`src/rtl/prod_accum_if.sv`:
```
// prod_accum_if
// Bundles the two valid/ready handshakes around the product accumulator.
// The input side carries 16-bit signed products from the multiplier glue.
// The output side carries completed, saturated sums and their sticky saturation flag.
//
// Ports and modports:
//   ACC_W     : width of the result bus
//   in_valid  : in_data holds a product (producer -> accumulator)
//   in_data   : signed 16-bit product (producer -> accumulator)
//   in_ready  : accumulator accepts a product this cycle (accumulator -> producer)
//   out_valid : out_data/sat hold a completed result (accumulator -> consumer)
//   out_data  : signed saturated sum (accumulator -> consumer)
//   sat       : saturation occurred during this result (accumulator -> consumer)
//   out_ready : consumer takes the result this cycle (consumer -> accumulator)
//   slave     : the accumulator's view of the bus
//   master    : the surrounding logic's view (drives products, takes results)
interface prod_accum_if #(
  parameter int ACC_W = 24
);
  logic                    in_valid;
  logic signed [15:0]      in_data;
  logic                    in_ready;
  logic                    out_valid;
  logic signed [ACC_W-1:0] out_data;
  logic                    sat;
  logic                    out_ready;

  modport slave (
    input  in_valid, in_data, out_ready,
    output in_ready, out_valid, out_data, sat
  );

  modport master (
    output in_valid, in_data, out_ready,
    input  in_ready, out_valid, out_data, sat
  );
endinterface

```
`src/rtl/prod_accum.sv`:
```
// prod_accum
// Sums N consecutive signed 16-bit products into a saturating ACC_W-bit result.
// It presents each finished sum, held until the consumer takes it.
//
// Parameters:
//   N     : products per result (1..255)
//   ACC_W : accumulator/result width (16..32)
// Ports:
//   clk : clock, rising edge
//   rst : asynchronous, active-high reset
//   bus : prod_accum_if.slave (product input handshake, result output handshake)
module prod_accum #(
  parameter int N     = 4,
  parameter int ACC_W = 24
) (
  input  logic         clk,
  input  logic         rst,
  prod_accum_if.slave  bus
);

  localparam int CW = $clog2(N + 1);

  // Saturation bounds, expressed one bit wider than the accumulator so the
  // raw sum can be compared against them without overflow.
  localparam logic signed [ACC_W:0] MAX_S = {2'b00, {(ACC_W-1){1'b1}}};
  localparam logic signed [ACC_W:0] MIN_S = {2'b11, {(ACC_W-1){1'b0}}};

  typedef enum logic [1:0] {
    INIT = 2'd0,
    ACC  = 2'd1,
    DONE = 2'd2
  } state_t;

  state_t                  state_q, state_d;
  logic signed [ACC_W-1:0] acc_q, acc_d;
  logic [CW-1:0]           count_q, count_d;
  logic                    sat_int_q, sat_int_d;
  logic signed [ACC_W-1:0] out_data_q, out_data_d;
  logic                    sat_q, sat_d;
  logic                    out_valid_q, out_valid_d;

  logic signed [ACC_W:0]   sum_wide;
  logic signed [ACC_W-1:0] sum_clamped;
  logic                    clamp_hi;
  logic                    clamp_lo;
  logic                    accept;
  logic                    last_beat;

  assign bus.in_ready  = (state_q == ACC);
  assign bus.out_valid = out_valid_q;
  assign bus.out_data  = out_data_q;
  assign bus.sat       = sat_q;

  // Saturating adder: both operands are sign-extended to ACC_W+1 bits.
  // That width holds any acc + product without wrap, so overflow is detected
  // by comparing against the widened bounds.
  always_comb begin
    sum_wide    = {acc_q[ACC_W-1], acc_q} + {{(ACC_W-15){bus.in_data[15]}}, bus.in_data};
    clamp_hi    = (sum_wide > MAX_S);
    clamp_lo    = (sum_wide < MIN_S);
    sum_clamped = sum_wide[ACC_W-1:0];
    if (clamp_hi) begin
      sum_clamped = MAX_S[ACC_W-1:0];
    end else if (clamp_lo) begin
      sum_clamped = MIN_S[ACC_W-1:0];
    end
  end

  assign accept    = bus.in_valid && (state_q == ACC);
  assign last_beat = (count_q == CW'(N - 1));

  // Next-state logic. The final beat of a batch bypasses the accumulator and
  // writes the clamped sum straight into the output register.
  // acc/count/sat_int are cleared on that same edge, so the next batch starts
  // clean as soon as the result has been taken.
  always_comb begin
    state_d     = state_q;
    acc_d       = acc_q;
    count_d     = count_q;
    sat_int_d   = sat_int_q;
    out_data_d  = out_data_q;
    sat_d       = sat_q;
    out_valid_d = out_valid_q;

    unique case (state_q)
      INIT: begin
        acc_d     = '0;
        count_d   = '0;
        sat_int_d = 1'b0;
        state_d   = ACC;
      end
      ACC: begin
        if (accept) begin
          if (last_beat) begin
            out_data_d  = sum_clamped;
            sat_d       = sat_int_q | clamp_hi | clamp_lo;
            out_valid_d = 1'b1;
            acc_d       = '0;
            count_d     = '0;
            sat_int_d   = 1'b0;
            state_d     = DONE;
          end else begin
            acc_d     = sum_clamped;
            count_d   = count_q + CW'(1);
            sat_int_d = sat_int_q | clamp_hi | clamp_lo;
          end
        end
      end
      DONE: begin
        if (out_valid_q && bus.out_ready) begin
          out_valid_d = 1'b0;
          state_d     = ACC;
        end
      end
      default: begin
        state_d = INIT;
      end
    endcase
  end

  // State registers; reset aborts any partial batch and any pending result.
  always_ff @(posedge clk or posedge rst) begin
    if (rst) begin
      state_q     <= INIT;
      acc_q       <= '0;
      count_q     <= '0;
      sat_int_q   <= 1'b0;
      out_data_q  <= '0;
      sat_q       <= 1'b0;
      out_valid_q <= 1'b0;
    end else begin
      state_q     <= state_d;
      acc_q       <= acc_d;
      count_q     <= count_d;
      sat_int_q   <= sat_int_d;
      out_data_q  <= out_data_d;
      sat_q       <= sat_d;
      out_valid_q <= out_valid_d;
    end
  end

endmodule

```
`src/flat_wrapper.sv`:
```
// flat-port wrapper written by rule: the top's interface ports become plain ports
module prod_accum_flat 
#(
  parameter int N     = 4,
  parameter int ACC_W = 24
)
  (clk, rst, bus_in_valid, bus_in_data, bus_out_ready, bus_in_ready, bus_out_valid, bus_out_data, bus_sat);
  prod_accum_if #(.ACC_W(ACC_W)) bus_i ();
  input  logic clk;
  input  logic rst;
  input wire logic [$bits(bus_i.in_valid)-1:0] bus_in_valid;
  input wire logic [$bits(bus_i.in_data)-1:0] bus_in_data;
  input wire logic [$bits(bus_i.out_ready)-1:0] bus_out_ready;
  output wire logic [$bits(bus_i.in_ready)-1:0] bus_in_ready;
  output wire logic [$bits(bus_i.out_valid)-1:0] bus_out_valid;
  output wire logic [$bits(bus_i.out_data)-1:0] bus_out_data;
  output wire logic [$bits(bus_i.sat)-1:0] bus_sat;
  assign bus_i.in_valid = bus_in_valid;
  assign bus_i.in_data = bus_in_data;
  assign bus_i.out_ready = bus_out_ready;
  assign bus_in_ready = bus_i.in_ready;
  assign bus_out_valid = bus_i.out_valid;
  assign bus_out_data = bus_i.out_data;
  assign bus_sat = bus_i.sat;
  prod_accum #(.N(N), .ACC_W(ACC_W)) u_core (.clk(clk), .rst(rst), .bus(bus_i));
endmodule
```
`config.mk`:
```
export PLATFORM = sky130hd
export DESIGN_NAME = prod_accum_flat
export DESIGN_NICKNAME = d
export VERILOG_FILES = /design/src/rtl/prod_accum_if.sv /design/src/rtl/prod_accum.sv /design/src/flat_wrapper.sv
export SDC_FILE = /design/constraint.sdc
export NUM_CORES = 1
export LEC_CHECK = 0
export BUFFER_PORTS_ARGS = -buffer_cell sky130_fd_sc_hd__buf_2
export CAP_MARGIN = 20
export CORE_AREA = 4 4 92 94
export CTS_CLUSTER_SIZE = 12
export DETAILED_ROUTE_END_ITERATION = 10
export DIE_AREA = 0 0 96 98
export GPL_TIMING_DRIVEN = 1
export HOLD_SLACK_MARGIN = 0.05
export PLACE_DENSITY_LB_ADDON = 0.15
export SYNTH_ARGS = -nofsm -noshare
export SYNTH_HDL_FRONTEND = slang
export SYNTH_SLANG_ARGS = --single-unit
```
`constraint.sdc`:
```
create_clock -name clk -period 3.9 [get_ports clk]
set_input_delay 0.78 -clock clk [delete_from_list [all_inputs] [get_ports clk]]
set_output_delay 0.78 -clock clk [all_outputs]
set_load 0.02 [all_outputs]
```
### After elaboration in Yosys (flattened, before gate mapping)

Cells that the tools add are included.

* add/sub/neg operators: 2
* equal/unequal tests: 6
* magnitude comparators: 2
* bitwise logic cells: 2
* multiplexer cells: 19
* reductions and logical operators: 9

Operators by type and width (number)
* 24-bit 2-to-1 mux: 4
* 24-bit case mux with 2 select lines: 1
* 24-bit by 16-bit adder with 25-bit output: 1
* 25-bit by 24-bit > comparator with 1-bit output (second input constant): 1
* 25-bit by 24-bit less-than comparator with 1-bit output (second input constant): 1
* 2-bit 2-to-1 mux: 3
* 3-bit 2-to-1 mux: 2
* 2-bit by 1-bit != test with 1-bit output (second input constant): 3
* 2-bit case mux with 3 select lines: 1
* 3-bit case mux with 2 select lines: 1
* 3-bit AND reduction: 2
* 1-bit 2-to-1 mux: 5
* 1-bit case mux with 2 select lines: 2
* 4-bit AND reduction: 1
* 2-bit nonzero test: 2
* 3-bit by 1-bit adder with 3-bit output (second input constant): 1
* 3-bit by 2-bit == test with 1-bit output (second input constant): 1
* 2-bit by 1-bit == test with 1-bit output (second input constant): 1
* 2-bit == test (second input constant): 1
* 1-bit logical AND: 2
* 2-bit zero test: 1
* 1-bit bitwise OR: 2
* 2-bit AND reduction: 1

* logic and storage cells: 47
* flip-flop bits (word level): 56
* input port bits: 20

### Longest topological paths before layout

Gate-level depths: netlist of the first run.

* depth after elaboration: 7
* mapped depth: 13
* gate-level depth less buffers: 11

### Worst setup path after synthesis of the first run

No wires, ideal clock.

* path kind: input -> register
* from: input bus_in_data[0]
* to: register u_core.out_data_q[1] (netlist: u_core.bus.out_data[1])
* slack: 0.739 ns
* data arrival time: 3.088 ns
* library setup time: 0.073 ns
* path buffers: 0
* stages: 11
* cells stage by stage: ha_1 > inv_1 > fa_1 > nand2b_1 > a21o_1 > a31o_1 > a21oi_4 > a41oi_2 > maj3_2 > mux2_4 > a21oi_2

* cells in the longest elaborated chain, start to end: 4

Ends and longest elaborated chain
* start, declared: line flat_wrapper.sv:12 `input wire logic [$bits(bus_i.in_data)-1:0] bus_in_data;`
* 24-bit by 16-bit adder with 25-bit output *: line prod_accum.sv:58 `sum_wide = {acc_q[ACC_W-1], acc_q} + {{(ACC_W-15){bus.in_data[15]}}, bus.in_data};`
* 25-bit by 24-bit less-than comparator with 1-bit output: line prod_accum.sv:60 `clamp_lo = (sum_wide < MIN_S);`
* 24-bit 2-to-1 mux: line prod_accum.sv:64 `end else if (clamp_lo) begin`
* 24-bit 2-to-1 mux *: line prod_accum.sv:62 `if (clamp_hi) begin`
* end signal, assigned: line prod_accum.sv:136 `out_data_q <= out_data_d;`
* end, declared: line prod_accum.sv:38 `logic signed [ACC_W-1:0] out_data_q, out_data_d;`

Mark *: on every way between the ends. The rest lies on a longest branch, timed or not.
A chain may end at the register's enable or synchronous reset.

### Worst setup path in the final report of the first run

* from: input bus_in_data[0]
* to: register u_core.acc_q[10]

* cells in the longest elaborated chain, start to end: 7

Ends and longest elaborated chain
* 24-bit by 16-bit adder with 25-bit output *: line prod_accum.sv:58
* 25-bit by 24-bit less-than comparator with 1-bit output: line prod_accum.sv:60
* 24-bit 2-to-1 mux: line prod_accum.sv:64
* 24-bit 2-to-1 mux *: line prod_accum.sv:62
* 24-bit 2-to-1 mux *: line prod_accum.sv:94 `if (last_beat) begin`
* 24-bit 2-to-1 mux *: line prod_accum.sv:93 `if (accept) begin`
* 24-bit case mux with 2 select lines *: line prod_accum.sv:85 `unique case (state_q)`
* end signal, assigned: line prod_accum.sv:125 `acc_q <= '0;`
* end signal, assigned: line prod_accum.sv:133 `acc_q <= acc_d;`
* end, declared: line prod_accum.sv:35 `logic signed [ACC_W-1:0] acc_q, acc_d;`

Mark *: on every way between the ends. The rest lies on a longest branch, timed or not. The select of a mux whose other input is x is not followed.

==> flow_summary_export.csv, run 1 <==
group,metric,value,unit
finish,finalCoreUtilization,53.6,%
sta,final-setup-viol-count,0,
worst_setup_path,worst_path_largest_cell_delay,0.37,ns
routing,routed_wirelength,8.69,mm
sta,timing.slew.headroom,35.9,%
yosys,syn_area_per_cell,9.10,um2
worst_setup_path,cell_class_contributing_the_biggest_share_of_worst_path_delay,"compound AO/OA/AOI/OAI gates",
finish,insertedDiodeCount,0,
finish,fin_nets,493,
floorplanning,initial_core_util,49.0,%
worst_setup_path,worstPathArrival,3.50,ns
floorplanning,die_area,9410,um2
global_route,groute.usage.overall,19.7,%
power,static-leakage-power,1.83,nW
sta,final.setup_skew,0.00978,ns
worst_setup_path,path_buf_inv,2,
finish,multiInputGateArea,2160,um2
clock_network,clock_tree.root_cell,"clkbuf_8",
min_path,timing.hold.worst.class,"reg2reg",
floorplanning,rows,32,
floorplanning,boundaryPins,47,
yosys,yosys_register_bits,56,
finish,fin_cells,550,
worst_setup_path,worst_setup_path_end_kind,"register",
sta,rsz0062_at_grt,"false",
sta,timing.setup.tns,0,ns
routing,drt-wirelength-per-cell,15.8,um
outcome,status,"finished clean",
floorplanning,die-height,98,um
routing,drt_iter0_markers,148,
finish,seq_area,1400,um2
floorplanning,die_width,96,um
finish,layout_commonest_cell,"dfrtp_1",
sta,min_period_over_period,84.1,%
yosys,asyncSetResetFlopFracSynth,100,%
yosys,yosys.area.top_type_share,37.4,%
global_route,grt_start_max_net_pins,45,
global_route,grt_first_pass_wirelength,15.1,mm
routing,first_pass_detailed_route_iteration_total,4,
global_route,grt_pass1_vias,3184,
clock_network,clock_insertion_delay_worst_skew,0.31,ns
clock_network,ctsHtreeMaxLevel,2,
sta,hold_viol,0,
yosys,synth_sequential_area_ratio,37.4,%
yosys,synth.area.top_cells,"dfrtp_1, ha_1, a21oi_1",
clock_network,cts-buffers-inserted,5,
power,power_per_cell_area,960,nW/um2
placement,dpl-instance-area,3990,um2
floorplanning,core_region_area,7650,um2
worst_setup_path,cell_chain_critical_path,"buf_2, ha_1, inv_1, fa_1, nand2b_1, a21o_1, a31o_1, a21oi_4, a41oi_2, o2bb2ai_4, nand2_1, o211ai_1",
worst_setup_path,path_max_fanout,8,
finish,post-route-cell-area,4100,um2
flow_run,maxCapViolations,0,
sta,min_period,3.28,ns
clock_network,tritoncts,"built",
finish,fillerInstances,741,
sta,slew_violations,0,
placement,placed_cells,542,
yosys,syn-instance-count,412,
routing,via_count_normalized_by_instance_count,5.67,
sta,max_clock_freq,305,MHz
worst_setup_path,crit_path_start_kind,"input pin",
routing,detail_route.drc_violations,0,
finish,layout_common_cells,"dfrtp_1, nand2_1, a21oi_1",
yosys,netlist.top_cell.by_area,"dfrtp_1",
worst_setup_path,crit_type,"in2reg",
yosys,synth.yosys.warnings,0,
yosys,number_of_flops_mapped_to_enable_cells_by_yosys,0,
power,design_power_total,3.94,mW
placement,hpwl,6.23,mm
yosys,synthesis.nets,458,
routing,ant_nets,0,
worst_setup_path,crit_path_top_delay_cell,"fa_1",
power,ir_worst_vdd,0.456,mV
clock_network,ctsHoldBuffers,0,
yosys,synth_area,3750,um2
routing,route.vias.total,3120,
placement,globalplace.congestion,0.867,
yosys,netlist_cell_types,61,
yosys,synth_top_flop_cell,"dfrtp_1",
worst_setup_path,cp_data_required_time,4.13,ns
clock_network,cts_num_sinks,56,
clock_network,cts_repair_resize_count,0,
placement,place.port_buffers,46,
global_route,antenna_found_initial,0,
sta,timing_worst_slew_pin_value,0.962,ns
clock_network,post_cts.repair.setup_buffers,0,
finish,layout-area-overhead-vs-synth,9.45,%
global_route,grt-ovfl-total,0,
clock_network,clkTransAtPathRegs,0.10,ns
finish,proportion_of_layout_cells_with_a_drive_suffix_above_1,20.1,%
clock_network,clock_tree.buffer_depth,2,
-- kinds of logic (layout without fill, tap and decap cells) --
group                    count (synthesis)  after routing  share of synthesized area, %
AND/OR/NAND/NOR                        125            125                          15.3
multiplexers                             2              2                         0.668
XOR/XNOR                                17             17                          3.97
AO/OA/AOI/OAI                          149            149                          27.7
adder cells (fa/ha/maj)                 30             30                          10.0
flip-flops                              56             56                          37.4
buffers and inverters                   33             69                          4.97
-- state kept, by name, indices dropped and copies added (netlist names) --
signal	count
u_core.bus.out_valid	1
u_core.state_q	2
u_core.bus.out_data	24
u_core.bus.sat	1
u_core.sat_int_q	1
u_core.count_q	3
u_core.acc_q	24
-- worst register-to-register path, cell delays in order, from the launching register on --
cell and delay, ns:
dfrtp_1 0.36, ha_1 0.21, inv_1 0.07, fa_1 0.37, nand2b_1 0.19, a21o_1 0.20
a31o_1 0.22, a21oi_4 0.26, a41oi_2 0.26, o2bb2ai_4 0.32, nand2_1 0.32, o211ai_1 0.21
-- report_power, final --
part	internal [mW]	switching [mW]
Clock	0.191	0.194
Combinational	1.01	1.53
Sequential	0.857	0.153
-- worst paths after layout --
path,start,to,slack (ns),depth (start not counted)
worst max-delay path,bus_in_data[0],u_core.acc_q[10]$_DFFE_PP0P_,0.62,12
worst min register to register,u_core.sat_int_q$_DFFE_PP0P_,u_core.sat_int_q$_DFFE_PP0P_,0.50,1
min in group asynchronous,rst,u_core.acc_q[1]$_DFFE_PP0P_,0.57,2
worst min-delay path,u_core.sat_int_q$_DFFE_PP0P_,u_core.sat_int_q$_DFFE_PP0P_,0.50,1
worst max register to register,u_core.acc_q[0]$_DFFE_PP0P_,u_core.acc_q[10]$_DFFE_PP0P_,0.81,11
max in group asynchronous,rst,u_core.bus.out_data[13]$_DFFE_PP0P_,2.54,3
-- layout make-up --
type                    count  area share [%]
clock inverters             2           0.854
well taps                 102            3.11
clock buffers               6            1.77
inverters                  10           0.915
repair buffers             51            6.53
flip-flops and latches     56            34.2
multi-input cells         323            52.7
-- synthesized netlist by cell type, types with 3 or more instances --
library cell,instances
a21o_1,7
a21oi_1,48
a21oi_2,14
a31oi_1,7
and2_1,3
and3_1,3
buf_6,5
clkbuf_1,12
dfrtp_1,56
ha_1,25
inv_1,10
nand2_1,49
nand2b_1,5
nand3_1,8
nand4_1,3
nor2_1,38
nor2b_1,5
nor3_1,4
o211ai_1,11
o21a_1,5
o21ai_0,17
o21ai_1,12
o21bai_1,3
xnor2_1,12
xor2_1,5
-- through the flow --
| step | hold slack, ns | setup slack [ns] |
|---|---|---|
| floorplan | 0.454 | 0.739 |
| global placement | 0.466 | 0.307 |
| detailed placement | 0.478 | 0.280 |
| CTS | 0.503 | 0.615 |
| global route | 0.525 | 0.393 |
| finish | 0.500 | 0.622 |
-- metal layers --
layer | up-vias | track usage (%) | part of all wire (%)
li1 | 1549 | - | -
met1 | 1493 | 27.4 | 48
met2 | 74 | 32.4 | 48
met3 | 4 | 2.77 | 3.9
met4 | 0 | 3.83 | 0.59
met5 | - | 0 | 0
(Power assumes the default switching activity.)
==> inputs of run 2 (changes only) <==
Settings changed: ABC_AREA set to 1, CORE_AREA 4 4 92 94 to 4 4 97 99, DIE_AREA 0 0 96 98 to 0 0 101 103.
Clock period 3.9 ns to 2.97 ns, I/O delays scaled along.
==> flow_summary_export.csv, run 2 <==
group,metric,value,unit
routing,routed_wirelength,10.5,mm
yosys,synthTopCellsByCount,"nand2_1, inv_1, dfrtp_1",
power,static-leakage-power,2.77,nW
floorplanning,core_region_area,8550,um2
routing,drt-wirelength-per-cell,13.6,um
floorplanning,initial_core_util,49.4,%
finish,fin_nets,714,
routing,first_pass_detailed_route_iteration_total,5,
worst_setup_path,crit_path_start_kind,"input pin",
placement,place.port_buffers,46,
sta,rsz0062_at_grt,"false",
worst_setup_path,r2r_end,"u_core.bus.out_data[21]$_DFFE_PP0P_",
routing,detail_route.drc_violations,0,
worst_setup_path,cp_data_required_time,3.23,ns
worst_setup_path,worst_setup_path_end_kind,"register",
finish,layout-area-overhead-vs-synth,10.5,%
routing,via_count_normalized_by_instance_count,4.99,
finish,layout_commonest_cell,"nand2_1",
min_path,timing.hold.worst.class,"in2async",
global_route,grt_pass1_vias,3815,
yosys,syn_area_per_cell,6.82,um2
yosys,synth.area.top_cells,"dfrtp_1, nand2_1, ha_1",
placement,dpl_worst_slack,0.163,ns
worst_setup_path,rrSetupSlack,0.50,ns
yosys,yosys.area.top_type_share,33.1,%
clock_network,tritoncts,"built",
clock_network,ctsHtreeMaxLevel,2,
placement,globalplace.congestion,0.952,
yosys,synth_sequential_area_ratio,33.1,%
power,power_per_cell_area,1170,nW/um2
yosys,synth_area,4230,um2
routing,route.vias.total,3881,
global_route,grt-ovfl-total,0,
global_route,groute.usage.overall,21.5,%
placement,hpwl,8.09,mm
yosys,synthesis.nets,666,
yosys,synth.yosys.warnings,0,
finish,layout_common_cells,"nand2_1, inv_1, dfrtp_1",
worst_setup_path,path_max_fanout,25,
sta,setup_slack,0.497,ns
sta,final.setup_skew,0.00605,ns
floorplanning,rows,34,
floorplanning,die_width,101,um
routing,ant_nets,0,
sta,final-setup-viol-count,0,
sta,slew_violations,0,
yosys,synthMostInstantiatedCell,"nand2_1",
worst_setup_path,reg2regPathDepth,15,
sta,min_period,2.47,ns
flow_run,maxCapViolations,0,
global_route,antenna_found_initial,0,
worst_setup_path,crit_type,"in2reg",
global_route,grt_first_pass_wirelength,18.0,mm
power,ir_worst_vdd,0.516,mV
clock_network,clock_insertion_delay_worst_skew,0.32,ns
clock_network,ctsHoldBuffers,0,
yosys,netlist.top_cell.by_area,"dfrtp_1",
sta,timing.slew.headroom,46.7,%
clock_network,clock_tree.root_cell,"clkbuf_8",
yosys,synth_top_flop_cell,"dfrtp_1",
clock_network,cts-buffers-inserted,5,
finish,fillerInstances,887,
yosys,syn-instance-count,620,
sta,hold_viol,0,
clock_network,clkTransAtPathRegs,0.11,ns
finish,insertedDiodeCount,0,
clock_network,cts_num_sinks,56,
clock_network,cts_repair_resize_count,0,
worst_setup_path,worstPathArrival,2.74,ns
yosys,asyncSetResetFlopFracSynth,100,%
yosys,number_of_flops_mapped_to_enable_cells_by_yosys,0,
sta,max_clock_freq,404,MHz
floorplanning,boundaryPins,47,
sta,min_period_over_period,83.3,%
yosys,yosys_register_bits,56,
floorplanning,die-height,103,um
clock_network,post_cts.repair.setup_buffers,0,
worst_setup_path,worstReg2RegStart,"u_core.acc_q[0]$_DFFE_PP0P_",
sta,timing.setup.tns,0,ns
yosys,netlist_cell_types,35,
global_route,grt_start_max_net_pins,32,
floorplanning,die_area,10400,um2
sta,timing_worst_slew_pin_value,0.794,ns
clock_network,clock_tree.buffer_depth,2,
outcome,status,"finished clean",
finish,proportion_of_layout_cells_with_a_drive_suffix_above_1,19.0,%
routing,drt_iter0_markers,181,
==> run 2: changes by cell type in the layout (fill, tap and decap cells not counted), moves of 7 or more <==
cell	delta
a21o_1	-7
a21oi_1	-25
a21oi_2	-12
inv_1	+53
nand2_1	+230
nand2_2	+45
nand3_1	+12
nand4_1	+7
nor2_1	-8
nor2_2	+8
o211ai_1	-11
o21ai_0	-14
o21ai_1	-12
xnor2_1	-8
==> run 2: cell type report <==
type,count,area [um2],share of cell area (%)
clock buffers,5,68.8,1.47
well taps,108,135,2.89
clock inverters,3,46.3,0.991
flip-flops and latches,56,1400,30.0
multi-input cells,487,2470,52.9
inverters,65,244,5.22
repair buffers,53,308,6.59
==> run 2: routing by layer <==
| metal | global-route usage [%] | vias up | wire length (um) |
|---|---|---|---|
| li1 | - | 2005 | - |
| met1 | 29.9 | 1780 | 5040 |
| met2 | 35.4 | 85 | 4850 |
| met3 | 3.04 | 11 | 487 |
| met4 | 5.21 | 0 | 150 |
| met5 | 0 | - | 0 |
==> run 2: kinds of logic after synthesis <==
group	after synthesis	share of synthesized area (%)
xor gates and xnor gates	14	2.90
AOI/OAI and AO/OA	39	5.45
and+or+nand+nor	408	42.2
buffers and inverters	77	8.43
adders and majority gates	26	7.87
DFF	56	33.1
==> run 2: through the flow <==
stage	hold slack, ns	util (%)	instances	instance area [um2]	total power [mW]
5_1_grt	0.353	54.7	777	4670	6.04
4_1_cts	0.356	54.7	777	4670	5.50
2_1_floorplan	0.446	-	620	4230	4.19
3_5_place_dp	0.460	53.3	769	4560	4.94
3_3_place_gp	0.458	53.3	769	4560	4.89
6_report	0.324	54.7	777	4670	5.47
==> run 2: power breakdown <==
part,total (mW),switching [mW],internal (mW)
combinational,3.66,2.40,1.26
sequential,1.28,0.179,1.10
clock,0.539,0.282,0.257
==> run 2: worst max path at each step <==
| stage | startpoint | to | slack [ns] | depth (start not counted) |
|---|---|---|---|---|
| 2_1_floorplan | bus_in_data[0] | u_core.bus.out_data[4]$_DFFE_PP0P_ | 0.63 | 16 |
| 3_3_place_gp | bus_in_data[15] | u_core.bus.out_data[21]$_DFFE_PP0P_ | 0.21 | 15 |
| 3_5_place_dp | bus_in_data[15] | u_core.bus.out_data[21]$_DFFE_PP0P_ | 0.16 | 15 |
| 4_1_cts | bus_in_data[15] | u_core.bus.out_data[21]$_DFFE_PP0P_ | 0.49 | 15 |
| 5_1_grt | bus_in_data[15] | u_core.acc_q[21]$_DFFE_PP0P_ | 0.23 | 15 |
| 6_report | bus_in_data[15] | u_core.bus.out_data[21]$_DFFE_PP0P_ | 0.50 | 13 |
==> run 2: critical path: stages <==
cell,delay (ns)
buf_2,0.17
ha_1,0.39
a21oi_1,0.22
nand2_1,0.11
a21oi_1,0.28
nand3_2,0.12
nand2_1,0.09
nand2_2,0.07
nand2_4,0.33
nand2_1,0.09
nand2_1,0.14
nand2_1,0.06
nand2_1,0.06
